<file path="src/rtl/uart_param.sv">
// Parametrised UART transceiver: one TX and one RX channel, 16x oversampled RX with
// 2-of-3 majority voting, parity/framing flags, valid/ready TX handshake, internal loopback.
module uart_param #(
  parameter int CLK_FREQ  = 50_000_000,
  parameter int BAUD      = 115_200,
  parameter int DATA_BITS = 8,
  parameter int PARITY    = 0,
  parameter int STOP_BITS = 1
) (
  input  logic                 clk,
  input  logic                 reset,
  input  logic [DATA_BITS-1:0] tx_data,
  input  logic                 tx_valid,
  output logic                 tx_ready,
  output logic                 txd,
  input  logic                 rxd,
  input  logic                 loopback,
  output logic [DATA_BITS-1:0] rx_data,
  output logic                 rx_valid,
  output logic                 rx_parity_err,
  output logic                 rx_frame_err
);
  localparam int DIV_RAW = CLK_FREQ / (BAUD * 16);
  localparam int DIV     = (DIV_RAW < 1) ? 1 : DIV_RAW;
  localparam int BIT_CYC = 16 * DIV;
  localparam int TW      = $clog2(BIT_CYC + 1);
  localparam logic [TW-1:0] T_END = TW'(BIT_CYC - 1);
  localparam logic [TW-1:0] T_S0  = TW'(7 * DIV);
  localparam logic [TW-1:0] T_S1  = TW'(8 * DIV);
  localparam logic [TW-1:0] T_S2  = TW'(9 * DIV);
  localparam logic [3:0]    LAST_BIT  = 4'(DATA_BITS - 1);
  localparam logic          LAST_STOP = (STOP_BITS == 2);

  // state | meaning: IDLE line idle, START start bit, DATA data bits, PARITY parity bit, STOP stop bit(s)
  typedef enum logic [2:0] {S_IDLE, S_START, S_DATA, S_PARITY, S_STOP} state_t;

  function automatic logic par_bit(input logic [DATA_BITS-1:0] d);
    return (PARITY == 1) ? ~^d : ^d;
  endfunction

  state_t                 tx_state_q, rx_state_q;
  logic [TW-1:0]          tx_timer_q, rx_timer_q;
  logic [3:0]             tx_bit_q, rx_bit_q;
  logic                   tx_stop_q, rx_stop_q;
  logic [DATA_BITS-1:0]   tx_shift_q, rx_shift_q, rx_data_q;
  logic                   tx_par_q, txd_q, tx_ready_q;
  logic                   rxd_meta_q, rxd_sync_q, rx_prev_q, lb_q;
  logic                   rx_s0_q, rx_s1_q, rx_perr_acc_q, rx_ferr_acc_q;
  logic                   rx_valid_q, rx_perr_q, rx_ferr_q;
  logic                   rx_line, rx_bit_d;

  assign rx_line  = lb_q ? txd_q : rxd_sync_q;
  assign rx_bit_d = (rx_s0_q & rx_s1_q) | (rx_s0_q & rx_line) | (rx_s1_q & rx_line);

  assign txd           = lb_q | txd_q;
  assign tx_ready      = tx_ready_q;
  assign rx_data       = rx_data_q;
  assign rx_valid      = rx_valid_q;
  assign rx_parity_err = rx_perr_q;
  assign rx_frame_err  = rx_ferr_q;

  always_ff @(posedge clk or posedge reset) begin
    if (reset) begin
      rxd_meta_q <= 1'b1;
      rxd_sync_q <= 1'b1;
      rx_prev_q  <= 1'b1;
      lb_q       <= 1'b0;
    end else begin
      rxd_meta_q <= rxd;
      rxd_sync_q <= rxd_meta_q;
      rx_prev_q  <= rx_line;
      if (tx_state_q == S_IDLE && rx_state_q == S_IDLE) lb_q <= loopback;
    end
  end

  always_ff @(posedge clk or posedge reset) begin
    if (reset) begin
      tx_state_q <= S_IDLE;
      tx_timer_q <= '0;
      tx_bit_q   <= '0;
      tx_stop_q  <= 1'b0;
      tx_shift_q <= '0;
      tx_par_q   <= 1'b0;
      txd_q      <= 1'b1;
      tx_ready_q <= 1'b1;
    end else if (tx_state_q == S_IDLE) begin
      if (tx_valid) begin
        tx_shift_q <= tx_data;
        tx_par_q   <= par_bit(tx_data);
        txd_q      <= 1'b0;
        tx_ready_q <= 1'b0;
        tx_timer_q <= '0;
        tx_state_q <= S_START;
      end
    end else if (tx_timer_q != T_END) begin
      tx_timer_q <= tx_timer_q + 1'b1;
    end else begin
      tx_timer_q <= '0;
      case (tx_state_q)
        S_START: begin
          tx_state_q <= S_DATA;
          tx_bit_q   <= '0;
          txd_q      <= tx_shift_q[0];
        end
        S_DATA: begin
          if (tx_bit_q == LAST_BIT) begin
            tx_stop_q <= 1'b0;
            if (PARITY != 0) begin
              tx_state_q <= S_PARITY;
              txd_q      <= tx_par_q;
            end else begin
              tx_state_q <= S_STOP;
              txd_q      <= 1'b1;
            end
          end else begin
            tx_bit_q   <= tx_bit_q + 4'd1;
            tx_shift_q <= tx_shift_q >> 1;
            txd_q      <= tx_shift_q[1];
          end
        end
        S_PARITY: begin
          tx_state_q <= S_STOP;
          tx_stop_q  <= 1'b0;
          txd_q      <= 1'b1;
        end
        S_STOP: begin
          // A still-valid request chains straight into the next start bit, no idle cycle.
          if (tx_stop_q != LAST_STOP) begin
            tx_stop_q <= 1'b1;
          end else if (tx_valid) begin
            tx_shift_q <= tx_data;
            tx_par_q   <= par_bit(tx_data);
            txd_q      <= 1'b0;
            tx_state_q <= S_START;
          end else begin
            txd_q      <= 1'b1;
            tx_ready_q <= 1'b1;
            tx_state_q <= S_IDLE;
          end
        end
        default: tx_state_q <= S_IDLE;
      endcase
    end
  end

  always_ff @(posedge clk or posedge reset) begin
    if (reset) begin
      rx_state_q    <= S_IDLE;
      rx_timer_q    <= '0;
      rx_bit_q      <= '0;
      rx_stop_q     <= 1'b0;
      rx_shift_q    <= '0;
      rx_data_q     <= '0;
      rx_s0_q       <= 1'b0;
      rx_s1_q       <= 1'b0;
      rx_perr_acc_q <= 1'b0;
      rx_ferr_acc_q <= 1'b0;
      rx_valid_q    <= 1'b0;
      rx_perr_q     <= 1'b0;
      rx_ferr_q     <= 1'b0;
    end else begin
      rx_valid_q <= 1'b0;
      if (rx_state_q == S_IDLE) begin
        if (rx_prev_q && !rx_line) begin
          rx_timer_q <= '0;
          rx_state_q <= S_START;
        end
      end else begin
        rx_timer_q <= (rx_timer_q == T_END) ? '0 : rx_timer_q + 1'b1;
        if (rx_timer_q == T_S0) rx_s0_q <= rx_line;
        if (rx_timer_q == T_S1) rx_s1_q <= rx_line;
        if (rx_timer_q == T_S2) begin
          case (rx_state_q)
            S_START: begin
              if (rx_bit_d) begin
                rx_state_q <= S_IDLE;
              end else begin
                rx_perr_acc_q <= 1'b0;
                rx_ferr_acc_q <= 1'b0;
              end
            end
            S_DATA:   rx_shift_q <= {rx_bit_d, rx_shift_q[DATA_BITS-1:1]};
            S_PARITY: rx_perr_acc_q <= (rx_bit_d != par_bit(rx_shift_q));
            S_STOP: begin
              // Finish right after the last stop sample so the next start edge is caught.
              if (rx_stop_q == LAST_STOP) begin
                rx_valid_q <= 1'b1;
                rx_data_q  <= rx_shift_q;
                rx_perr_q  <= rx_perr_acc_q;
                rx_ferr_q  <= rx_ferr_acc_q | ~rx_bit_d;
                rx_state_q <= S_IDLE;
              end else if (!rx_bit_d) begin
                rx_ferr_acc_q <= 1'b1;
              end
            end
            default: rx_state_q <= S_IDLE;
          endcase
        end else if (rx_timer_q == T_END) begin
          case (rx_state_q)
            S_START: begin
              rx_state_q <= S_DATA;
              rx_bit_q   <= '0;
            end
            S_DATA: begin
              if (rx_bit_q == LAST_BIT) begin
                rx_stop_q  <= 1'b0;
                rx_state_q <= (PARITY != 0) ? S_PARITY : S_STOP;
              end else begin
                rx_bit_q <= rx_bit_q + 4'd1;
              end
            end
            S_PARITY: begin
              rx_stop_q  <= 1'b0;
              rx_state_q <= S_STOP;
            end
            S_STOP:  rx_stop_q <= 1'b1;
            default: rx_state_q <= S_IDLE;
          endcase
        end
      end
    end
  end
endmodule

</file>
<file path="config.mk">
export PLATFORM = sky130hd
export DESIGN_NAME = uart_param
export DESIGN_NICKNAME = d
export VERILOG_FILES = /design/src/rtl/uart_param.sv
export SDC_FILE = /design/constraint.sdc
export NUM_CORES = 1
export LEC_CHECK = 0
export ABC_AREA = 1
export BUFFER_PORTS_ARGS = -buffer_cell sky130_fd_sc_hd__buf_2
export CORE_ASPECT_RATIO = 0.7
export CORE_UTILIZATION = 50
export CTS_CLUSTER_SIZE = 40
export DETAILED_ROUTE_END_ITERATION = 8
export PLACE_DENSITY_LB_ADDON = 0.2
export RECOVER_POWER = 100
export SLEW_MARGIN = 20
export SYNTH_ARGS = -nofsm -noshare
export SYNTH_HDL_FRONTEND = slang
export SYNTH_SLANG_ARGS = --single-unit
</file>
<file path="constraint.sdc">
create_clock -name clk -period 1.8 [get_ports clk]
set_input_delay 0.18 -clock clk [delete_from_list [all_inputs] [get_ports clk]]
set_output_delay 0.18 -clock clk [all_outputs]
set_load 0.01 [all_outputs]
</file>
* Word level (Yosys, flattened, before mapping)
Index checks and enable logic that the tools add are counted.
Cells by class: add/subtract/negate cells 4, equality and inequality tests 36, multiplexer cells 59, bitwise logic cells 13, reductions and logical operators 32
Operators by type and width (count):
- $mux 9 | 6
- $mux 8 | 5
- $mux 3 | 12
- $reduce_and 4->1 | 7
- $eq 9x8->1 const B | 3
- $pmux 3 s4 | 2
- $mux 1 | 23
- $add 9x1->9 const B | 2
- $ne 2x2->1 const B | 9
- $ne 3x3->1 const B | 6
- $pmux 4 s2 | 2
- $pmux 8 s2 | 1
- $reduce_and 5->1 | 3
- $eq 3x2->1 const B | 4
- $reduce_bool 3->1 | 4
- $reduce_bool 2->1 | 5
- $eq 9x9->1 const B | 1
- $ne 9x9->1 const B | 1
- $pmux 3 s3 | 1
- $add 4x1->4 const B | 2
- $eq 4x3->1 const B | 2
- $mux 4 | 2
- $ne 4x4->1 const B | 2
- $reduce_xor 8->1 | 1
- 19 further kinds | 38
Word-level totals: register bits 71, input bits 13, output and inout bits 13

* Logic depth before layout (Yosys ltp)
Gate-level depths: netlist of the first run.
word-level depth 8, mapped depth 10

* Least setup slack after synthesis of the first run
No wires, ideal clock.
path kind reg-to-reg, start reg tx_timer_q[0], end reg tx_shift_q[7], library setup time 0.123 ns, data arrival time 1.396 ns, data required time 1.677 ns, setup slack 0.280 ns, cell stages (with the launch flop) 10, cell sequence dfrtp_1 ha_1 nand3_1 inv_1 nand4_4 nand2_4 o21ai_4 buf_6 nand2_1 o21ai_2
Between the ends: cells in the longest elaborated chain, start to end 3
RTL lines:
- start, declared | line 42 | logic [TW-1:0] tx_timer_q, rx_timer_q;
- start signal, assigned | line 96 | tx_timer_q <= tx_timer_q + 1'b1;
- $ne 9x9->1 | line 95 | end else if (tx_timer_q != T_END) begin
- $ne 2x2->1 (no source line)
- $reduce_and 4->1 (no source line)
- end signal, assigned | line 88 | tx_shift_q <= tx_data;
- end signal, assigned | line 117 | tx_shift_q <= tx_shift_q >> 1;
- end signal, assigned | line 131 | tx_shift_q <= tx_data;
- end, declared | line 45 | logic [DATA_BITS-1:0] tx_shift_q, rx_shift_q, rx_data_q;
No other way between the ends. A chain may end at the register's enable or synchronous reset.

* Worst setup path after layout of the first run
start reg tx_state_q[0], end reg tx_shift_q[3]
Between the ends: cells in the longest elaborated chain, start to end 4
RTL lines:
- start, declared | line 41 | state_t tx_state_q, rx_state_q;
- start signal, assigned | line 78 | tx_state_q <= S_IDLE;
- start signal, assigned | line 93 | tx_state_q <= S_START;
- start signal, assigned | line 101 | tx_state_q <= S_DATA;
- $eq 3x3->1 / $eq 3x2->1 (equally long branches) | line 99 | case (tx_state_q)
- $pmux 8 s2 | line 99
- $mux 8 | line 95
- $mux 8 | line 86 | end else if (tx_state_q == S_IDLE) begin
Several ways; a longest one is shown, not always the timed one. The select of a mux whose other input is x is not followed.

==> results of run 1 <==
[how the worst min path moves through the flow]
stage,startpoint,endpoint,slack [ns],depth (start not counted)
2_1_floorplan,rxd,rxd_meta_q$_DFF_PP1_,0.18,0
3_3_place_gp,reset,rx_parity_err$_DFFE_PP0P_,0.28,3
3_5_place_dp,reset,rx_parity_err$_DFFE_PP0P_,0.29,3
4_1_cts,loopback,lb_q$_DFFE_PP0P_,0.08,3
5_1_grt,loopback,lb_q$_DFFE_PP0P_,0.13,3
6_report,loopback,lb_q$_DFFE_PP0P_,0.10,3
[power groups by stage]
| stage | Combinational [uW] | Sequential (uW) | Clock [uW] |
|---|---|---|---|
| final | 714 | 1760 | 1190 |
| after global placement | 714 | 1780 | 0 |
| after floorplan | 525 | 1760 | 0 |
| after CTS | 741 | 1760 | 1240 |
| after detailed placement | 729 | 1790 | 0 |
| after global routing | 822 | 1770 | 1280 |
[cells in the mapped netlist (4+ instances only)]
| library cell | n | area [sq um] |
|---|---|---|
| dfrtp_1 | 65 | 1630 |
| buf_2 | 5 | 25.0 |
| nand2_1 | 147 | 552 |
| nor2_2 | 4 | 25.0 |
| o21ai_0 | 46 | 230 |
| nor2_1 | 33 | 124 |
| o21ai_1 | 7 | 35.0 |
| inv_1 | 55 | 206 |
| o21ai_2 | 11 | 96.3 |
| dfstp_2 | 5 | 131 |
| nor2_4 | 5 | 56.3 |
| ha_1 | 7 | 87.6 |
| nand2_2 | 5 | 31.3 |
| a21oi_1 | 9 | 45.0 |
| nor3_1 | 6 | 30.0 |
| xor2_1 | 8 | 70.1 |
| nand3_1 | 27 | 135 |
| o22ai_1 | 9 | 56.3 |
| mux2i_1 | 6 | 60.1 |
| nand4_1 | 6 | 37.5 |
| or2_2 | 4 | 25.0 |
[routing by layer]
layer	wire length [microns]	GRT usage, %	vias to the layer above
met5	0	0	-
met4	82	6.99	0
met3	333	5.94	7
met2	3120	29.4	78
met1	4100	29.8	1485
li1	-	-	1673
[sequential cells by signal, summed over array words and instances (netlist names), 3 cells and up]
signal,cells
rx_state_q,3
rx_data,8
rx_bit_q,4
tx_state_q,3
tx_timer_q,9
tx_shift_q,8
tx_bit_q,4
rx_shift_q,8
rx_timer_q,9
[cell type report]
| type | count | share of cell area, % |
|---|---|---|
| Tap cell | 98 | 2.84 |
| Inverter | 58 | 5.13 |
| Timing Repair Buffer | 37 | 4.78 |
| Clock buffer | 12 | 3.83 |
| Multi-Input combinational cell | 355 | 42.2 |
| Clock inverter | 3 | 0.435 |
| Sequential cell | 70 | 40.8 |
[worst max-delay path, stage by stage (launching register included)]
cell and delay, ns:
dfrtp_1 0.42, nor2_4 0.20, nand2_2 0.20, inv_1 0.12, buf_2 0.29, mux2i_1 0.23
o21ai_1 0.07
[kinds of logic after synthesis]
logic type      count (synthesis)
xor+xnor                       10
fa+ha+maj                       7
compound gates                 85
flops                          70
simple gates                  247
buf+inv                        67
mux                             6
[timing repair]
action                                  CTS  global route
hold buffers                              2             0
gates resized for setup                   0             3
endpoints found under the setup margin    0             7
hold endpoints to repair                 66             0
[stage by stage]
step                hold slack, ns  TNS, ns  util (%)  total power [uW]
floorplan                    0.184        0         -              2290
global placement             0.282        0      56.4              2490
detailed placement           0.287        0      56.4              2520
CTS                         0.0754        0      59.2              3740
global route                 0.134  -0.0205      58.2              3870
finish                       0.104        0      58.2              3670
==> results.toml, run 1 <==
[timing]
fin_crit_sh_pct = 93.2
rsz0062_at_grt = "yes"
finalSetupViolations = 0
fin_worst_skew_ns = 0.00710
finalWorstSetupSlack_ns = 0.123
timing.fmax_mhz = 596
slew_headroom_pct = 21.5
tightest_slew_ns = 1.18
period_needed_ns = 1.68
hold_viol_final = 0
drv_slew = 0

[hold_path]
min_path_type = "input port to flop"

[clock_network]
cts_htree_levels = 3
cts_buffers = 9
clk_latency_ns = 0.36
clk_pin_slew_worst_paths_ns = 0.07
cts.sinks = 70
post_cts_buffers = 0
clockBufferDepth = 2
cts_tree = "yes"
root_buffer = "clkbuf_8"

[job]
max_cap_viol_count = 0

[logic_synthesis]
synth_xor_xnor_area_share_pct = 2.25
netlist_area_sq_mm = 0.00390
ys_types = 35
ys_warn_count = 0
synth-simple-area-share_pct = 29.0
synth_compound_area_share_pct = 12.7
netlist_instances = 492
synth_ff_type = "dfrtp_1"
synthAdderAreaFrac_pct = 2.25
synth_top_family_by_area = "simple AND/OR/NAND/NOR gates"
syn_nets = 512
synth_edf_count = 0
synth.mux.area_fraction_pct = 1.54
avgSynthCellArea_sq_um = 7.93
yosys_register_bits = 70
ys_async_sr_fraction_pct = 100
ys_seq_area_share_pct = 45.1

[setup_path]
crit_arrival_ns = 1.91
cp_max_fo = 10
cp-startpoint = "tx_state_q[0]$_DFFE_PP0P_"
r2r-start = "tx_state_q[0]$_DFFE_PP0P_"
end_kind = "flop"
ff2ff_path_depth = 6
worstPathRequired_ns = 2.03
start_kind = "flop"
worst-setup-path-type = "flop to flop"
r2r_slack_ns = 0.12
rr_endpoint = "tx_shift_q[3]$_DFFE_PP0P_"
crit_path_end = "tx_shift_q[3]$_DFFE_PP0P_"

[layout]
fin_area_sq_mm = 0.00432
fillers = 685
nets = 551
multi_input_area_sq_mm = 0.00182
layout-drive-gt1-share_pct = 12.7
final_cell_mix = "nand2_1 (149), dfrtp_1 (64), inv_1 (54)"
n_antenna_cell = 0
area_delta_synth_final_pct = 10.6
layout_commonest_cell = "nand2_1"
layout.cells.non_filler = 633
seq_area_sq_mm = 0.00176

[grt]
grt_max_degree = 51
grt_overflow = 0
globalRouteTotalUtil_pct = 20.6
grt_pass1_vias = 2940
antenna_found_initial = 0
grt_pass1_wl_mm = 13.2

[power]
power_frac_comb_pct = 19.5
swShare_pct = 31.4
p_int_uw = 2520
pwr-share-seq_pct = 48.0
vdd_ir_drop_max_mv = 0.829
p_switching_uw = 1150
power_frac_clock_pct = 32.5
p_leak_uw = 0.00215
power.density_mw_per_mm2 = 850

[detailed_routing]
vias = 3243
dr.first_iter.drc_count = 186
dr.pass1.iters = 5
avgRoutedWirePerCell_microns = 12.1
viasPerCell = 5.12
drc = 0
drtAntennaViolNets = 0
drt-total-wl_mm = 7.63

[floorplan]
core_area_sq_mm = 0.00742
die_w_microns = 108
dieArea_sq_mm = 0.00817
die_h_microns = 75.9
start_util_pct = 52.6
rows = 26
pin_count = 26

[placement]
post-place-ws_ns = 0.0897
port_buffers = 25
dp_hpwl_mm = 5.48
globalplace.congestion = 0.852
dp.cells = 616
dpl_cell_area_sq_mm = 0.00419

[status]
status = "completed"
Power figures use the tool's default switching activity.
==> run 2, diff against run 1 <==
CORE_ASPECT_RATIO = 1.75   (was 0.7)
==> run 2 against run 1 <==
Compared with the run above: critical path depth increased by 2; die area hardly changed; via count grew 1.6%; wire length grew 6.6%; global-route usage is 2.1 points higher; clock skew is 0.0039 ns lower; clock power rose by 70%; flip-flop and latch count unchanged; power increased by 22%; hold slack improved by 0.0052 ns; fmax grew 0.81%; largest power group is now the clock network.
==> results.toml, run 2 (same netlist as run 1, synthesis figures left out) <==
[status]
status = "completed"

[hold_path]
hp-start = "loopback"
min_path_type = "input port to flop"
holdPathEnd = "lb_q$_DFFE_PP0P_"
hold_depth = 3

[grt]
globalRouteTotalUtil_pct = 22.7
grt_max_degree = 34
grt_overflow = 0
grt_pass1_vias = 3185
antenna_found_initial = 0
grt_pass1_wl_mm = 13.8

[detailed_routing]
vias = 3296
viasPerCell = 5.30
drc = 0
dr.first_iter.drc_count = 200
met3WireLength_microns = 214
drtAntennaViolNets = 0
wl_met1_mm = 3.24
dr_wl_met2_mm = 4.43
dr.pass1.iters = 4
drt-total-wl_mm = 8.13
avgRoutedWirePerCell_microns = 13.1
top_layer_used = "met4"

[layout]
fillers = 714
nets = 550
final_cell_mix = "nand2_1 (147), dfrtp_1 (65), inv_1 (54)"
n_antenna_cell = 0
layout-drive-gt1-share_pct = 15.2
reg_top3 = "rx_timer_q x9, tx_timer_q x9"
area_delta_synth_final_pct = 15.2
layout_commonest_cell = "nand2_1"

[timing]
timing.fmax_mhz = 601
rsz0062_at_grt = "yes"
fin_worst_hold_slack_ns = 0.109
drv_slew = 0
fin_worst_skew_ns = 0.00318
tightest_slew_ns = 0.774
finalSetupViolations = 0
slew_headroom_pct = 48.1
fin_crit_sh_pct = 92.4
hold_viol_final = 0
period_needed_ns = 1.66

[placement]
globalplace.congestion = 0.901
dp_hpwl_mm = 6.09
port_buffers = 25

[setup_path]
worst_path_max_delay_cell = "dfrtp_1"
ff2ff_path_depth = 8
worstPathRequired_ns = 2.02
rr_endpoint = "rx_frame_err$_DFFE_PP0P_"
cp_max_fo = 18
path_delay_family = "simple AND/OR/NAND/NOR gates"
critPathBufInv = 1
start_kind = "flop"
r2r-start = "rx_timer_q[0]$_DFFE_PP0P_"
max_stage_delay_ns = 0.46
crit_arrival_ns = 1.88
end_kind = "flop"
crit_chain = "ha_1, nand2_1, nor2_4, nand2_4, nor3_4, inv_4, nor3_1, nor2_1"
r2r_slack_ns = 0.14
worst-setup-path-type = "flop to flop"

[power]
finalPower_uw = 4480
power.density_mw_per_mm2 = 996
p_leak_uw = 0.00223
vdd_ir_drop_max_mv = 0.724

[floorplan]
start_util_pct = 51.6
die_w_microns = 68.8
pin_count = 26
rows = 42
core_area_sq_mm = 0.00757
dieArea_sq_mm = 0.00817
die_h_microns = 119

[clock_network]
cts_buffers = 9
clk_latency_ns = 0.33
cts_tree = "yes"
clockBufferDepth = 2
root_buffer = "clkbuf_16"
cts_htree_levels = 3
clk_pin_slew_worst_paths_ns = 0.05
cts.sinks = 70

[job]
max_cap_viol_count = 0
==> run 2: cell types whose count changed in the layout (fill, tap and decap cells not counted), moves of 3 or more <==
cell	change
clkbuf_16	+9
o21ai_2	+6
bufinv_16	+3
nor2_2	+3
clkbuf_8	-11
o21ai_0	-7
nor2_1	-3
==> run 2: timing repair <==
action                                 CTS  global route
endpoints found under the hold margin   11             0
setup endpoints to repair                0             4
resized for setup                        0             3
hold buffers                             2             0
setup buffers                            0             1
==> run 2: worst register-to-register path, cell delays in order, from the launching register on <==
cell	delay, ns
dfrtp_1	0.46
ha_1	0.22
nand2_1	0.10
nor2_4	0.13
nand2_4	0.08
nor3_4	0.21
inv_4	0.14
nor3_1	0.15
nor2_1	0.06
==> run 2: report_power, final <==
group          total (uW)  internal (uW)  switching (uW)
combinational         687            215             472
clock                2020           1380             642
sequential           1770           1660             106
total                4480           3260            1220
==> run 2: metal layers <==
metal  track usage (%)  vias to the layer above
li1                  -                     1675
met1              23.8                     1554
met2              40.3                       51
met3              4.69                       16
met4              11.6                        0
met5                 0                        -
==> run 2: cell type report <==
type | instances | area [sq um] | area share, %
clock buffers | 11 | 243 | 5.40
clock inverters | 4 | 95.1 | 2.12
inverters | 58 | 221 | 4.93
multi-input cells | 355 | 1860 | 41.4
flip-flops and latches | 70 | 1760 | 39.1
well taps | 88 | 110 | 2.45
repair buffers | 36 | 204 | 4.54
==> run 2: metrics by stage <==
stage / cells / TNS [ns] / cell area [sq um] / setup slack (ns) / util, %
6_report: 622 / 0 / 4490 / 0.136 / 59.4
5_1_grt: 622 / -0.0236 / 4490 / -0.0177 / 59.4
4_1_cts: 621 / 0 / 4520 / 0.103 / 59.7
3_5_place_dp: 604 / 0 / 4160 / 0.112 / 55.0
3_3_place_gp: 604 / 0 / 4160 / 0.184 / 55.0
2_1_floorplan: 492 / 0 / 3910 / 0.280 / -
==> run 2: how the worst max path moves through the flow <==
stage                               from                   endpoint  slack [ns]  depth (start not counted)
2_1_floorplan  tx_timer_q[0]$_DFFE_PP0P_  tx_shift_q[7]$_DFFE_PP0P_        0.28                          9
3_3_place_gp   rx_timer_q[0]$_DFFE_PP0P_   rx_frame_err$_DFFE_PP0P_        0.18                          8
3_5_place_dp   rx_timer_q[0]$_DFFE_PP0P_   rx_frame_err$_DFFE_PP0P_        0.11                          8
4_1_cts        rx_timer_q[0]$_DFFE_PP0P_   rx_frame_err$_DFFE_PP0P_        0.10                          8
5_1_grt        tx_state_q[2]$_DFFE_PP0P_    tx_bit_q[0]$_DFFE_PP0P_       -0.02                          9
6_report       rx_timer_q[0]$_DFFE_PP0P_   rx_frame_err$_DFFE_PP0P_        0.14                          8
==> run 3, diff against run 2 <==
PLACE_DENSITY = 0.68   (was not set)
PLACE_DENSITY_LB_ADDON = not set   (was 0.2)
SETUP_SLACK_MARGIN = 0.05   (was not set)
clock period = 2.05 ns   (was 1.8 ns; I/O delays follow)
==> run 3 against run 2 <==
Compared with the run above: critical endpoint is now rx_state_q[2]$_DFFE_PP0P_; non-clock buffer count down 6; power down 21%; critical path depth unchanged; cell area down 4.0%; global-route usage down 0.91 points; wire length down 3.4%; hold slack better by 0.034 ns; die area unchanged; register-to-register slack better by 0.13 ns; first-iteration DRC count down 30%; final cell count down 0.96%; clock power down 30%.
==> results.toml, run 3 (same netlist as run 1, synthesis figures left out) <==
[power]
power_frac_clock_pct = 40.1
vdd_ir_drop_max_mv = 0.485
pwr-share-seq_pct = 43.7
swShare_pct = 29.4
power.density_mw_per_mm2 = 824
finalPower_uw = 3550
p_leak_uw = 0.00215
p_switching_uw = 1050
p_int_uw = 2510
power_frac_comb_pct = 16.2

[layout]
final_cell_mix = "nand2_1 (151), dfrtp_1 (65), o21ai_0 (57)"
layout.cells.non_filler = 616
area_delta_synth_final_pct = 10.6
layout_commonest_cell = "nand2_1"
reg_top3 = "rx_timer_q x9, tx_timer_q x9"
n_antenna_cell = 0
nets = 544
layout-drive-gt1-share_pct = 11.2
fillers = 728

[clock_network]
cts_htree_levels = 3
cts_tree = "yes"
clk_latency_ns = 0.33
clk_pin_slew_worst_paths_ns = 0.05
cts_buffers = 9
clockBufferDepth = 2
cts.sinks = 70
post_cts_buffers = 0
root_buffer = "clkbuf_16"

[grt]
grt_max_degree = 30
antenna_found_initial = 0
grt_overflow = 0
grt_pass1_vias = 3090
globalRouteTotalUtil_pct = 21.8
grt_pass1_wl_mm = 13.2

[placement]
dp_hpwl_mm = 5.89
port_buffers = 25
globalplace.congestion = 0.940
post-place-ws_ns = 0.346
dp.cells = 599

[timing]
fin_crit_sh_pct = 87.0
tightest_slew_ns = 0.835
period_needed_ns = 1.78
finalSetupViolations = 0
timing.fmax_mhz = 561
fin_worst_skew_ns = 0.00767
hold_viol_final = 0
drv_slew = 0
setup_tns_ns = 0
slew_headroom_pct = 44.3
finalWorstSetupSlack_ns = 0.267
rsz0062_at_grt = "no"

[floorplan]
die_h_microns = 119
start_util_pct = 51.6
die_w_microns = 68.8
dieArea_sq_mm = 0.00817
rows = 42
pin_count = 26
core_area_sq_mm = 0.00757

[detailed_routing]
drtAntennaViolNets = 0
viasPerCell = 5.21
drt-total-wl_mm = 7.86
avgRoutedWirePerCell_microns = 12.8
dr.pass1.iters = 4
vias = 3212
dr.first_iter.drc_count = 141
drc = 0

[setup_path]
worst-setup-path-type = "flop to flop"
cp_max_fo = 7
crit_arrival_ns = 2.00
r2r-start = "rx_timer_q[0]$_DFFE_PP0P_"
r2r_slack_ns = 0.27
cp-startpoint = "rx_timer_q[0]$_DFFE_PP0P_"
worstPathRequired_ns = 2.27
end_kind = "flop"
start_kind = "flop"

[hold_path]
hp-start = "loopback"
min_path_type = "input port to flop"

[job]
max_cap_viol_count = 0

[status]
status = "completed"
[run 3: cell count changes in the layout (fill, tap and decap cells not counted), moves of 4 or more]
| cell | before | now |
|---|---|---|
| o21ai_0 | 46 | 57 |
| o21ai_2 | 11 | 5 |
| buf_4 | 5 | 0 |
| nand2_1 | 147 | 151 |
| nand2_2 | 5 | 1 |
| o21ai_1 | 7 | 3 |
[run 3: metrics by stage]
stage	area [sq um]	utilization, %	hold WS, ns
2_1_floorplan	3900	-	0.209
3_3_place_gp	4110	54.2	0.264
3_5_place_dp	4110	54.2	0.268
4_1_cts	4400	58.2	0.135
5_1_grt	4310	57.0	0.166
6_report	4310	57.0	0.143
[run 3: layout make-up]
cell class	instances	area, sq um	area share (%)
repair buffers	30	145	3.36
well taps	88	110	2.55
clock buffers	11	253	5.86
multi-input cells	355	1810	41.9
clock inverters	4	22.5	0.522
inverters	58	218	5.05
flip-flops and latches	70	1760	40.7
[run 3: metal layers]
metal / share of wire, % / global-route usage, % / vias up
met5: 0 / 0 / -
met4: 1.7 / 11.6 / 0
met3: 2.3 / 4.89 / 12
met2: 55 / 37.7 / 49
met1: 41 / 23.4 / 1503
li1: - / - / 1648
[run 3: final timing paths]
kind / endpoint / cells past startpoint
max: rx_state_q[2]$_DFFE_PP0P_ / 8
min reg2reg: rxd_sync_q$_DFF_PP1_ / 0
max reg2reg: rx_state_q[2]$_DFFE_PP0P_ / 8
min in group asynchronous: rx_shift_q[3]$_DFFE_PP0P_ / 3
max in group asynchronous: rx_prev_q$_DFF_PP1_ / 4
min: lb_q$_DFFE_PP0P_ / 3
[run 3: power by group through the flow]
stage / logic, uW / clock network, uW / registers [uW]
6_report: 577 / 1420 / 1550
5_1_grt: 658 / 1520 / 1560
4_1_cts: 608 / 1470 / 1550
3_5_place_dp: 600 / 0 / 1570
3_3_place_gp: 591 / 0 / 1570
2_1_floorplan: 461 / 0 / 1550
[run 3: repair_timing]
action / in CTS / in global routing
resized for setup: 0 / 0
hold buffers: 2 / 0
endpoints found under the hold margin: 21 / 0
endpoints found under the setup margin: 0 / 0
[run 3: critical path, stage by stage (launching register included)]
cell	delay (ns)
dfrtp_1	0.46
ha_1	0.18
inv_1	0.04
nor2_2	0.21
nand3_1	0.18
o21ai_1	0.29
nand3_1	0.17
nand2_1	0.09
nand2_1	0.04
